--- config.mk ---
export PLATFORM = sky130hd
export DESIGN_NAME = johnson_run_ctrl
export DESIGN_NICKNAME = d
export VERILOG_FILES = /design/src/rtl/johnson_run_ctrl.sv
export SDC_FILE = /design/constraint.sdc
export NUM_CORES = 1
export LEC_CHECK = 0
export BUFFER_PORTS_ARGS = -buffer_cell sky130_fd_sc_hd__buf_2
export CELL_PAD_IN_SITES_DETAIL_PLACEMENT = 0
export CELL_PAD_IN_SITES_GLOBAL_PLACEMENT = 1
export CORE_MARGIN = 8
export CORE_UTILIZATION = 35
export CTS_CLUSTER_DIAMETER = 100
export DETAILED_ROUTE_END_ITERATION = 10
export PLACE_DENSITY = 0.84
export SYNTH_ARGS = -nofsm -noshare
export SYNTH_HDL_FRONTEND = slang
export SYNTH_SLANG_ARGS = --single-unit
--- constraint.sdc ---
create_clock -name clk -period 1.81 [get_ports clk]
set_input_delay 0.2715 -clock clk [delete_from_list [all_inputs] [get_ports clk]]
set_output_delay 0.2715 -clock clk [all_outputs]
set_load 0.005 [all_outputs]
--- src/rtl/johnson_run_ctrl.sv ---
// Johnson-code run controller: counts a 4-bit Johnson code for a requested number of steps.
// Optional build macro JOHNSON_SELF_CORRECT_EN replaces illegal preloads with 0000 and pulses err.
module johnson_run_ctrl (
   input  logic       clk,
   input  logic       reset,
   input  logic       en,
   input  logic       start,
   input  logic [3:0] len,
   input  logic       stop,
   input  logic       load,
   input  logic [3:0] load_val,
   output logic [3:0] count_out,
   output logic [2:0] phase,
   output logic       busy,
   output logic       done,
   output logic       err
);

   typedef enum logic [1:0] {
      IDLE = 2'd0,
      RUN  = 2'd1,
      DONE = 2'd2
   } state_t;

   state_t     state_r;
   state_t     state_nxt_s;
   logic [3:0] count_r;
   logic [3:0] remaining_r;
   logic       err_r;
   logic       load_s;
   logic       start_ok_s;
   logic       step_s;
   logic [3:0] load_word_s;
   logic       load_err_s;

   function automatic logic is_legal(input logic [3:0] c);
      case (c)
         4'b0000, 4'b0001, 4'b0011, 4'b0111,
         4'b1111, 4'b1110, 4'b1100, 4'b1000: return 1'b1;
         default:                            return 1'b0;
      endcase
   endfunction

   function automatic logic [2:0] decode_phase(input logic [3:0] c);
      case (c)
         4'b0000: return 3'd0;
         4'b0001: return 3'd1;
         4'b0011: return 3'd2;
         4'b0111: return 3'd3;
         4'b1111: return 3'd4;
         4'b1110: return 3'd5;
         4'b1100: return 3'd6;
         4'b1000: return 3'd7;
         default: return 3'd0;
      endcase
   endfunction

   function automatic logic [3:0] johnson_next(input logic [3:0] c);
      return {c[2:0], ~c[3]};
   endfunction

`ifdef JOHNSON_SELF_CORRECT_EN
   assign load_err_s  = ~is_legal(load_val);
   assign load_word_s = load_err_s ? 4'b0000 : load_val;
`else
   assign load_err_s  = 1'b0;
   assign load_word_s = load_val;
`endif

   // load wins over start; stop wins over stepping
   assign load_s     = (state_r == IDLE) && load;
   assign start_ok_s = (state_r == IDLE) && !load && start && en;
   assign step_s     = (state_r == RUN) && en && !stop;

   // State register
   always_ff @(posedge clk) begin
      if (reset) begin
         state_r <= IDLE;
      end else begin
         state_r <= state_nxt_s;
      end
   end

   // Next-state logic
   always_comb begin
      state_nxt_s = state_r;
      case (state_r)
         IDLE: begin
            if (start_ok_s) begin
               state_nxt_s = (len != 4'd0) ? RUN : DONE;
            end else begin
               state_nxt_s = IDLE;
            end
         end
         RUN: begin
            if (stop) begin
               state_nxt_s = DONE;
            end else if (en && (remaining_r == 4'd1)) begin
               state_nxt_s = DONE;
            end else begin
               state_nxt_s = RUN;
            end
         end
         DONE:    state_nxt_s = IDLE;
         default: state_nxt_s = IDLE;
      endcase
   end

   // Code register, step counter and error pulse
   always_ff @(posedge clk) begin
      if (reset) begin
         count_r     <= 4'b0000;
         remaining_r <= 4'd0;
         err_r       <= 1'b0;
      end else begin
         err_r <= 1'b0;
         if (load_s) begin
            count_r <= load_word_s;
            err_r   <= load_err_s;
         end else if (start_ok_s) begin
            remaining_r <= len;
         end else if (step_s) begin
            count_r     <= johnson_next(count_r);
            remaining_r <= remaining_r - 4'd1;
         end
      end
   end

   // Output decode
   always_comb begin
      count_out = count_r;
      phase     = decode_phase(count_r);
      busy      = (state_r == RUN);
      done      = (state_r == DONE);
      err       = err_r;
   end

endmodule

==> impl_metrics.yaml <==
layout:
  stdcell_count: 130
  syn2layout_area_growth_pct: 22.3
  diodes: 0
  fillers: 207
  drive_above_1_share_pct: 32.0
  nNetsFinal: 120
grt:
  grt_max_degree: 12
  grt_pass1_vias: 624
  antenna_found_initial: 0
  gr-total-overflow: 0
  grt_pass1_wl_um: 2520
  grt.total_usage_pct: 9.14
cts:
  cts_tree: "done"
  clock_path_buffers: 2
  numClockSinks: 13
  worstSkewPairLatency_ns: 0.27
  cts_buffers: 3
  clk_pin_slew_worst_paths_ns: 0.07
  cts_resized: 0
  htreeDepth: 1
  cts_hold_buf: 0
  post_cts_buffers: 0
  cts-root-buf: "clkbuf_4"
synth:
  ys_ff_latch: 13
  synth_top_area_share_pct: 36.7
  syn-cell-area_um2: 708
  synth.distinct_cells: 35
  yosys.area.top_type: "dfxtp_1"
  synthesis.nets: 95
  ys_warn_count: 0
  yosys-top-cells-area: "dfxtp_1 (37%), mux2i_1 (9.9%), nor2_1 (6.4%)"
  yosysSeqAreaShare_pct: 36.7
  synth_area_per_cell_um2: 8.96
  synthCells: 79
timing:
  worst_slack_ns: 0.0999
  rsz0062_at_grt: "no"
  hold_viol: 0
  fin_crit_sh_pct: 94.5
  setup_viol_count_final: 0
  fin_tns_setup_ns: 0
  drv_slew: 0
  fmax_mhz: 585
  fin_worst_skew_ns: 0.00362
  whs_ns: 0.265
  layout_min_cycle_time_ns: 1.71
worst_setup_path:
  critPathArrivalTime_ns: 1.88
  r2r-start: "state_r[1]"
  crit_type: "reg2reg"
  crit_path_max_fanout: 9
  cp_data_required_time_ns: 1.98
  critPathLaunch: "state_r[1]"
  cp-end-kind: "flop"
  worstSetupStartpointType: "flop"
drt:
  vias_per_cell: 4.58
  drt_iter0_drc: 12
  drc: 0
  antenna_left: 0
  first_pass_iters: 2
  wirelength_um: 1530
  wire_per_inst_um: 11.7
  vias: 596
floorplanning:
  io-pin-count: 24
  core_mm2: 0.00194
  die_area_mm2: 0.00372
  fp-row-count: 16
  initial_core_util_pct: 36.5
  die_x_um: 61.0
  die_height_um: 61.0
power:
  peakVddDrop_mv: 0.525
  power_density_mw_per_mm2: 697
  power_uw: 603
  p_leak_nw: 0.380
placement:
  place_ws_ns: 0.0918
  place_congestion: 0.755
  dp_hpwl_um: 1290
  post-place-cells: 126
  io_buffer_count: 22
hold_path:
  hp-class: "in2reg"
  hp-start: "len[0]"
flow_run:
  drv_cap: 0
run_status:
  status: "completed"
-- per-layer routing --
metal  vias up  wire length, µm  global-route usage, %
met4         0               27                   4.98
met2        19              662                   14.8
met3         4              172                   4.24
met1       258              662                   9.64
met5         -                0                      0
li1        315                -                      -
-- kinds of logic after synthesis --
| group | after synthesis | synth area share (%) |
|---|---|---|
| compound gates | 13 | 14.7 |
| xor+xnor | 4 | 4.95 |
| fa+ha+maj | 2 | 3.53 |
| buf+inv | 9 | 6.54 |
| flops | 13 | 36.7 |
| mux | 7 | 9.89 |
| other cells | 1 | 0.530 |
| simple gates | 30 | 23.1 |
-- final cells by class --
class	instances	area (µm²)	area share [%]
multi-input cells	57	402	46.4
repair buffers	24	125	14.5
inverters	5	18.8	2.17
flip-flops and latches	13	260	30.1
well taps	27	33.8	3.90
clock buffers	4	26.3	3.03
-- final timing paths --
kind | depth (start not counted) | slack (ns) | end
worst max-delay path | 5 | 0.1 | phase[2]
worst min-delay path | 3 | 0.27 | remaining_r[0]
worst max register to register | 5 | 0.1 | phase[2]
worst min register to register | 3 | 0.63 | remaining_r[3]
-- registers in the layout, indices dropped and copies added, names as in the netlist --
signal / cells
count_out: 4
phase: 3
remaining_r: 4
state_r: 2
-- where the power goes --
group | switching [mW] | internal (mW)
combinational | 0.0592 | 0.0556
sequential | 0.0126 | 0.305
clock | 0.0855 | 0.0853
-- placed cells by master (no fill, tap or decap), drive strengths merged --
master,instances
a211o,1
a211oi,3
a21oi,4
a22oi,1
a31o,1
and2,1
and2b,1
and4bb,1
buf,24
clkbuf,4
conb,1
dfxtp,13
ha,2
inv,5
mux2i,7
nand2,4
nand2b,4
nand3,1
nor2,12
nor2b,1
nor3,1
nor4,2
o21a,1
o21ai,1
o22ai,1
or3b,2
xnor2,3
xor2,1
-- stage by stage --
step	instance area, µm²	util, %
after global routing	866	44.6
after CTS	866	44.6
final	866	44.6
after detailed placement	840	43.2
after floorplan	708	-
after global placement	840	43.2
-- critical path, stage by stage (launching register included) --
cell,delay (ns)
dfxtp_1,0.35
or3b_1,0.57
nor2_1,0.26
a211oi_4,0.09
and2_1,0.16
o21a_1,0.17
-- cell usage after synthesis (all sizes together) --
master / number
mux2i: 7
nand3: 1
or3b: 2
nor2b: 1
a21oi: 4
nor4: 2
xnor2: 3
o22ai: 1
a31o: 1
and2b: 1
dfxtp: 13
nand2: 4
o21a: 1
buf: 3
a22oi: 1
inv: 5
a211oi: 3
nand2b: 4
ha: 2
conb: 1
o21ai: 1
nor2: 12
clkbuf: 1
xor2: 1
nor3: 1
a211o: 1
and4bb: 1
and2: 1
Note: power is estimated with default switching activity, not from simulation.
